[src/rtl/ad5674_spi_drv.sv]
// ad5674_spi_drv
// Turns the per-channel DAC update stream (trigger, 5-bit channel, 12-bit code)
// into 24-bit AD5674 write-and-update frames and shifts them out over SPI to
// one of two AD5674 devices. Channel bit 4 selects which device's SYNC is
// driven. A one-deep pending buffer catches a trigger that arrives mid-frame.
//
// Ports:
//   clk            system clock
//   rst            asynchronous active-high reset
//   ad5674_trig    single-cycle update request
//   ad5674_ch      [4] device select, [3:0] DAC address
//   ad5674_din     12-bit DAC code
//   ad5674_sclk    SPI clock, idles high
//   ad5674_sync_n  per-device frame select, active low
//   ad5674_sdi     serial data, MSB first
//   busy           high whenever a frame (or its gap) is in progress
//   done           one-cycle pulse on the last gap cycle of each frame
//   drop_cnt       saturating count of overwritten pending requests
module ad5674_spi_drv #(
  parameter int         CLK_DIV = 4,
  parameter int         GAP_CYC = 8,
  parameter logic [3:0] CMD     = 4'h3
) (
  input  logic        clk,
  input  logic        rst,
  input  logic        ad5674_trig,
  input  logic [4:0]  ad5674_ch,
  input  logic [11:0] ad5674_din,
  output logic        ad5674_sclk,
  output logic [1:0]  ad5674_sync_n,
  output logic        ad5674_sdi,
  output logic        busy,
  output logic        done,
  output logic [7:0]  drop_cnt
);

  typedef enum logic [1:0] {IDLE, SETUP, SHIFT, GAP} state_t;

  localparam logic [7:0] DIV_LAST = 8'(CLK_DIV - 1);
  localparam logic [7:0] GAP_LAST = 8'(GAP_CYC - 1);

  state_t      state, state_next;
  logic [7:0]  phase, phase_next;
  logic [4:0]  bit_cnt, bit_next;
  logic        hi_ph, hi_next;          // 0 = SCLK low phase, 1 = high phase
  logic [23:0] frame, frame_next;
  logic        dev, dev_next;
  logic [4:0]  pend_ch, pend_ch_next;
  logic [11:0] pend_din, pend_din_next;
  logic        pend_vld, pend_vld_next;
  logic [7:0]  drop_next;
  logic        launch;
  logic [4:0]  launch_ch;
  logic [11:0] launch_din;
  logic        sclk_next, sdi_next, busy_next, done_next;
  logic [1:0]  sync_n_next;

  always_ff @(posedge clk or posedge rst) begin
    if (rst) begin
      state         <= IDLE;
      phase         <= 8'd0;
      bit_cnt       <= 5'd0;
      hi_ph         <= 1'b0;
      frame         <= 24'd0;
      dev           <= 1'b0;
      pend_ch       <= 5'd0;
      pend_din      <= 12'd0;
      pend_vld      <= 1'b0;
      drop_cnt      <= 8'd0;
      ad5674_sclk   <= 1'b1;
      ad5674_sync_n <= 2'b11;
      ad5674_sdi    <= 1'b0;
      busy          <= 1'b0;
      done          <= 1'b0;
    end else begin
      state         <= state_next;
      phase         <= phase_next;
      bit_cnt       <= bit_next;
      hi_ph         <= hi_next;
      frame         <= frame_next;
      dev           <= dev_next;
      pend_ch       <= pend_ch_next;
      pend_din      <= pend_din_next;
      pend_vld      <= pend_vld_next;
      drop_cnt      <= drop_next;
      ad5674_sclk   <= sclk_next;
      ad5674_sync_n <= sync_n_next;
      ad5674_sdi    <= sdi_next;
      busy          <= busy_next;
      done          <= done_next;
    end
  end

  always_comb begin
    state_next    = state;
    phase_next    = phase;
    bit_next      = bit_cnt;
    hi_next       = hi_ph;
    frame_next    = frame;
    dev_next      = dev;
    pend_ch_next  = pend_ch;
    pend_din_next = pend_din;
    pend_vld_next = pend_vld;
    drop_next     = drop_cnt;
    launch        = 1'b0;
    launch_ch     = ad5674_ch;
    launch_din    = ad5674_din;

    // Any trigger while busy lands in the pending buffer first; on the last
    // gap cycle the launch below then picks it straight back up.
    if (ad5674_trig && state != IDLE) begin
      pend_ch_next  = ad5674_ch;
      pend_din_next = ad5674_din;
      pend_vld_next = 1'b1;
      if (pend_vld && drop_cnt != 8'hFF)
        drop_next = drop_cnt + 8'd1;
    end

    case (state)
      IDLE: begin
        if (ad5674_trig)
          launch = 1'b1;
      end
      SETUP: begin
        if (phase == DIV_LAST) begin
          state_next = SHIFT;
          phase_next = 8'd0;
          hi_next    = 1'b0;
          bit_next   = 5'd23;
        end else begin
          phase_next = phase + 8'd1;
        end
      end
      SHIFT: begin
        if (phase != DIV_LAST) begin
          phase_next = phase + 8'd1;
        end else begin
          phase_next = 8'd0;
          if (!hi_ph) begin
            hi_next = 1'b1;
          end else if (bit_cnt == 5'd0) begin
            state_next = GAP;        // high phase after bit 0 was the SYNC hold
          end else begin
            bit_next = bit_cnt - 5'd1;
            hi_next  = 1'b0;
          end
        end
      end
      GAP: begin
        if (phase != GAP_LAST) begin
          phase_next = phase + 8'd1;
        end else if (pend_vld_next) begin
          launch        = 1'b1;
          launch_ch     = pend_ch_next;
          launch_din    = pend_din_next;
          pend_vld_next = 1'b0;
        end else begin
          state_next = IDLE;
        end
      end
      default: state_next = IDLE;
    endcase

    if (launch) begin
      frame_next = {CMD, launch_ch[3:0], launch_din, 4'b0000};
      dev_next   = launch_ch[4];
      state_next = SETUP;
      phase_next = 8'd0;
    end

    // Outputs are computed from the next state so they leave the flops
    // aligned with the state they belong to.
    sclk_next   = !(state_next == SHIFT && !hi_next);
    sync_n_next = 2'b11;
    if (state_next == SETUP || state_next == SHIFT)
      sync_n_next[dev_next] = 1'b0;
    sdi_next = 1'b0;
    if (state_next == SETUP)
      sdi_next = frame_next[23];
    else if (state_next == SHIFT) begin
      if (!hi_next)
        sdi_next = frame_next[bit_next];
      else if (bit_next != 5'd0)
        sdi_next = frame_next[bit_next - 5'd1];
    end
    busy_next = (state_next != IDLE);
    done_next = (state_next == GAP) && (phase_next == GAP_LAST);
  end

endmodule

[config.mk]
export PLATFORM = sky130hd
export DESIGN_NAME = ad5674_spi_drv
export DESIGN_NICKNAME = d
export VERILOG_FILES = /design/src/rtl/ad5674_spi_drv.sv
export SDC_FILE = /design/constraint.sdc
export NUM_CORES = 1
export LEC_CHECK = 0
export ABC_AREA = 1
export CORE_AREA = 10 10 124 126
export CTS_BUF_LIST = sky130_fd_sc_hd__clkbuf_4
export CTS_CLUSTER_DIAMETER = 100
export DETAILED_ROUTE_END_ITERATION = 8
export DIE_AREA = 0 0 134 136
export PLACE_DENSITY_LB_ADDON = 0.05
export SLEW_MARGIN = 0
export SYNTH_ARGS = -nofsm -noshare
export SYNTH_HDL_FRONTEND = slang
export SYNTH_SLANG_ARGS = --single-unit
[constraint.sdc]
create_clock -name clk -period 2.69 [get_ports clk]
set_input_delay 0.269 -clock clk [delete_from_list [all_inputs] [get_ports clk]]
set_output_delay 0.269 -clock clk [all_outputs]
set_load 0.005 [all_outputs]
# [After elaboration in Yosys (flattened, before gate mapping)]
# Cells that the tools add are included.
[op_classes] add_sub_neg=4 n_lt_le_gt_ge=4 n_eq_ne=11 muxes=51 bitwise=1 n_reduce_logical=14
[op_table] cell="$mux 12" n=4
[op_table] cell="$mux 5" n=8
[op_table] cell="$mux 8" n=4
[op_table] cell="$mux 24" n=1
[op_table] cell="$pmux 8 s3" n=1
[op_table] cell="$mux 1" n=18
[op_table] cell="$add 8x1->8 const B" n=2
[op_table] cell="$mux 2" n=8
[op_table] cell="$lt 5x6->1 const B" n=2
[op_table] cell="$bmux 1 s5" n=2
[op_table] cell="$pmux 5 s2" n=1
[op_table] cell="$sub 5x1->5 const B" n=2
[op_table] cell="$eq 2x2->1 const B" n=4
[op_table] cell="$eq 8x2->1 const B" n=1
[op_table] cell="$eq 8x3->1 const B" n=1
[op_table] cell="$ne 8x2->1 const B" n=1
[op_table] cell="$ne 8x3->1 const B" n=1
[op_table] cell="$ne 8x8->1 const B" n=1
[op_table] cell="$pmux 2 s3" n=1
[op_table] cell="$logic_and 1x1->1" n=5
[op_table] cell="$logic_not 5->1" n=1
[op_table] cell="$reduce_bool 5->1" n=1
[op_table] cell="$eq 2x1->1 const B" n=2
[op_table] cell="$pmux 1 s2" n=2
[op_table] cell="9 further kinds" n=11
[word_totals] register_bits=73 input_bits=20 elab_cells=100

# [Depth between registers and ports, before layout]
[logic_depth] ltp_word=13 depth_mapped=23 mapped_depth_nobuf=21

# [Worst setup path before layout]
# No wires, ideal clock.
[synth_path] kind="register to register" startpoint="register state[0]" endpoint="register done" setup_ps=144 arrival_ps=2254 path_slack_ps=292 path_stages_with_launch=18 synth_period_minus_slack_ps=2398 cell_sequence="dfrtp_1 -> inv_1 -> ha_1 -> buf_4 -> clkinv_4 -> nand2_4 -> inv_1 -> buf_4 -> nor2_1 -> a21oi_1 -> nor2_1 -> nand3_1 -> a21oi_1 -> inv_1 -> ha_1 -> nor3b_1 -> nand4_1 -> nor4_1"
[synth_between] elab_chain_len=9 elab_cells_between_ends=23 cone_classes="5 x eq/ne; 14 x mux; 4 x reduce/logical"
[synth_lines] item="from (decl)" line="42" source="state_t state, state_next;"
[synth_lines] item="from (signal assigned)" line="76" source="state <= state_next;"
[synth_lines] item="$reduce_bool 2->1" line="111" source="if (ad5674_trig && state != IDLE) begin"
[synth_lines] item="$logic_and 1x1->1" line="111"
[synth_lines] item="$mux 1" line="111"
[synth_lines] item="$mux 2 / $mux 1 (equally long branches)" line="152" source="end else if (pend_vld_next) begin"
[synth_lines] item="$mux 2 / $mux 1 (equally long branches)" line="150" source="if (phase != GAP_LAST) begin"
[synth_lines] item="$pmux 2 s3 / $pmux 1 s2 (equally long branches)" line="119" source="case (state)"
[synth_lines] item="$mux 2 (*)" line="164" source="if (launch) begin"
[synth_lines] item="net state_next[0]" line="42"
[synth_lines] item="$eq 2x2->1 (*)" line="187" source="done_next = (state_next == GAP) && (phase_next == GAP_LAST);"
[synth_lines] item="$logic_and 1x1->1 (*)" line="187"
[synth_lines] item="net done_next" line="55" source="logic sclk_next, sdi_next, busy_next, done_next;"
[synth_lines] item="to (signal assigned)" line="90" source="done <= done_next;"
[synth_lines] item="to (decl)" line="33" source="output logic done,"
# The timed path passes the listed nets; every way through them passes the cells marked *.
# A chain may end at the register's enable or synchronous reset.

# [Worst setup path after layout]
# Ends and elaborated chain as after synthesis.

==> results.ini <==
[run_status]
outcome = finished clean

[sta]
final.setup_skew_ns = 0.0131
final-max-slew-violation-count = 0
timing.final.ws_setup_ns = 0.168
finalHoldViolCount = 0
finalSetupViolations = 0
timing.final.crit_share_pct = 93.7
relSlewSlack_pct = 59.2
worst_pin_slew_ns = 0.596
clock.fmax_ghz = 0.397
period_needed_ns = 2.52

[grt]
grt_max_degree = 74
grt_first_pass_wirelength_um = 19000
grt-ovfl-total = 0
grtUsageTotal_pct = 12.9
first_global_vias = 3661
antenna_found_initial = 1

[logic_synthesis]
yosysSeqAreaShare_pct = 41.4
yosys_warnings = 0
synthCells = 594
synth_top_family_by_area = simple AND/OR/NAND/NOR gates
synth_cell_type_count = 42
netlist_area_um2 = 4420
synth_seq_cells = 73
avgSynthCellArea_um2 = 7.44
synthSimpleGateAreaFrac_pct = 35.1
synth_xor_area_share_pct = 2.58
synth_compound_area_share_pct = 6.80
synthAdderAreaFrac_pct = 3.12
synth_mux_area_share_pct = 0.453
syn-num-nets = 625

[floorplan]
start_util_pct = 34.0
die-area_um2 = 18200
die_w_um = 134
coreArea_um2 = 13000
ios = 34
rows = 42
die_h_um = 136

[setup_path]
cp-endpoint = done$_DFF_PP0_
crit_start = state[0]$_DFF_PP0_
rr_endpoint = done$_DFF_PP0_
rrSetupSlack_ns = 0.17
ff2ff_path_depth = 15
crit_required_ns = 2.99
cp_max_fo = 7
cp-start-kind = register
worstPathArrival_ns = 2.83
crit_type = register to register
cp-end-kind = register
rr_startpoint = state[0]$_DFF_PP0_

[cells_and_area]
fillers = 1393
final_cells = 827
area_growth_pct = 20.2
register_area_um2 = 1830
layout_commonest_cell = nand2_1
final_cell_mix = nand2_1 (209), inv_1 (77), dfrtp_1 (70)
multiInputGateArea_um2 = 2200
drive_gt1_share_pct = 14.5
nets = 676
design_area_um2 = 5310

[placement]
post-place-ws_ns = 0.0830
dp.cells = 801
port_buffers = 33
gp_congestion = 0.820
hpwl_um = 7900
placed_cell_area_um2 = 5000

[worst_hold_path]
min_path_type = input port to async pin

[power]
vdd_ir_drop_max_v = 0.000331
leakage_nw = 2.84
pwr_density_cell_nw_per_um2 = 756

[cts]
ctsHoldBuffers = 0
root_buffer = clkbuf_4
cts_buffers = 9
clock_path_buffers = 2
clk_latency_ns = 0.44
path_clk_slew_ns = 0.13
h-tree-depth = 3
tritoncts = done
clock_sinks = 73

[routing]
wl_um = 11400
firstDrtPassIters = 5
drt-initial-drc-count = 333
remaining_drc_errors = 0
wl_met3_um = 356
routed-wl-met2_um = 4980
wl_met1_um = 5880
top_layer = met4
routed-via-count = 3806
drt.antenna.violating_nets = 0
viasPerCell = 4.60
wl_per_cell_um = 13.8

[run]
drv_cap = 0

cell type report:
class	instances	share of cell area, %
multi-input cells	418	41.4
clock inverters	4	0.825
repair buffers	55	11.0
clock buffers	12	1.70
diodes	1	0.0471
flip-flops and latches	73	34.5
inverters	88	6.38
well taps	176	4.15
metal layers:
metal / track usage [%] / vias up
met3: 2.66 / 10
li1: - / 1962
met1: 17.7 / 1756
met4: 5.62 / 0
met2: 19.2 / 78
met5: 0 / -
flip-flops by register name, summed over array words and instances, names as in the netlist, 2 cells and up:
| signal | cells |
|---|---|
| ad5674_sync_n | 2 |
| frame | 24 |
| pend_din | 12 |
| state | 2 |
| pend_ch | 5 |
| bit_cnt | 5 |
| phase | 8 |
| drop_cnt | 8 |
worst max-delay path: stages, from the launching register on:
cell      delay, ns
dfrtp_1        0.42
inv_1          0.12
ha_2           0.23
clkinv_4       0.10
nand2_4        0.10
inv_1          0.06
nor2_1         0.13
a21oi_1        0.13
nor2_1         0.11
nand3_1        0.08
a21oi_1        0.27
inv_1          0.12
ha_1           0.21
nor3b_2        0.15
nand4_1        0.09
nor4_1         0.05
logic make-up (layout without fill, tap and decap cells):
logic type	after synthesis	count (layout)
flops	73	73
mux	2	2
simple gates	345	347
compound gates	45	45
other cells	0	1
buf+inv	105	159
fa+ha+maj	11	11
xor+xnor	13	13
Yosys cell counts (all sizes together):
library cell    n  area [µm²]
nand4           6        37.5
o31ai           1        7.51
o41ai           1        8.76
buf            17         129
nor3b           1        7.51
dfstp           3        78.8
o211ai          1        7.51
nor4            1        6.26
clkinv          3        17.5
nand2         229         958
dfrtp          70        1750
xor2            8        70.1
nor3            7        35.0
nand3b          1        7.51
nor2           35         168
xnor2           5        43.8
inv            85         319
nand3          65         330
a32oi           1        8.76
a2111oi         2        23.8
o221ai          1        8.76
ha             11         138
a21oi          13         106
o21ai          25         129
mux2i           2        20.0
per-stage QoR:
step / TNS [ns] / total power [mW] / util (%) / hold slack (ns)
finish: 0 / 4.01 / 40.9 / 0.221
global placement: 0 / 3.08 / 38.5 / 0.457
floorplan: 0 / 2.62 / - / 0.398
CTS: 0 / 3.83 / 39.6 / 0.213
global route: -0.0132 / 4.36 / 40.9 / 0.229
detailed placement: 0 / 3.10 / 38.5 / 0.453
power breakdown:
part | internal, mW | switching [mW]
clock network | 0.310 | 0.403
logic | 0.810 | 1.14
registers | 1.25 | 0.102
worst min-delay path by stage:
stage	start	to	slack [ns]
6_report	rst	pend_ch[3]$_DFF_PP0_	0.22
5_1_grt	rst	phase[1]$_DFF_PP0_	0.23
4_1_cts	rst	pend_vld$_DFF_PP0_	0.21
3_5_place_dp	frame[20]$_DFF_PP0_	frame[20]$_DFF_PP0_	0.45
3_3_place_gp	pend_din[2]$_DFF_PP0_	pend_din[2]$_DFF_PP0_	0.46
2_1_floorplan	ad5674_ch[0]	pend_ch[0]$_DFF_PP0_	0.40
repair_timing:
action	4_1_cts	5_1_grt
setup endpoints to repair	0	2
buffers inserted	0	6
gates resized for setup	0	17
Power figures use the tool's default switching activity.
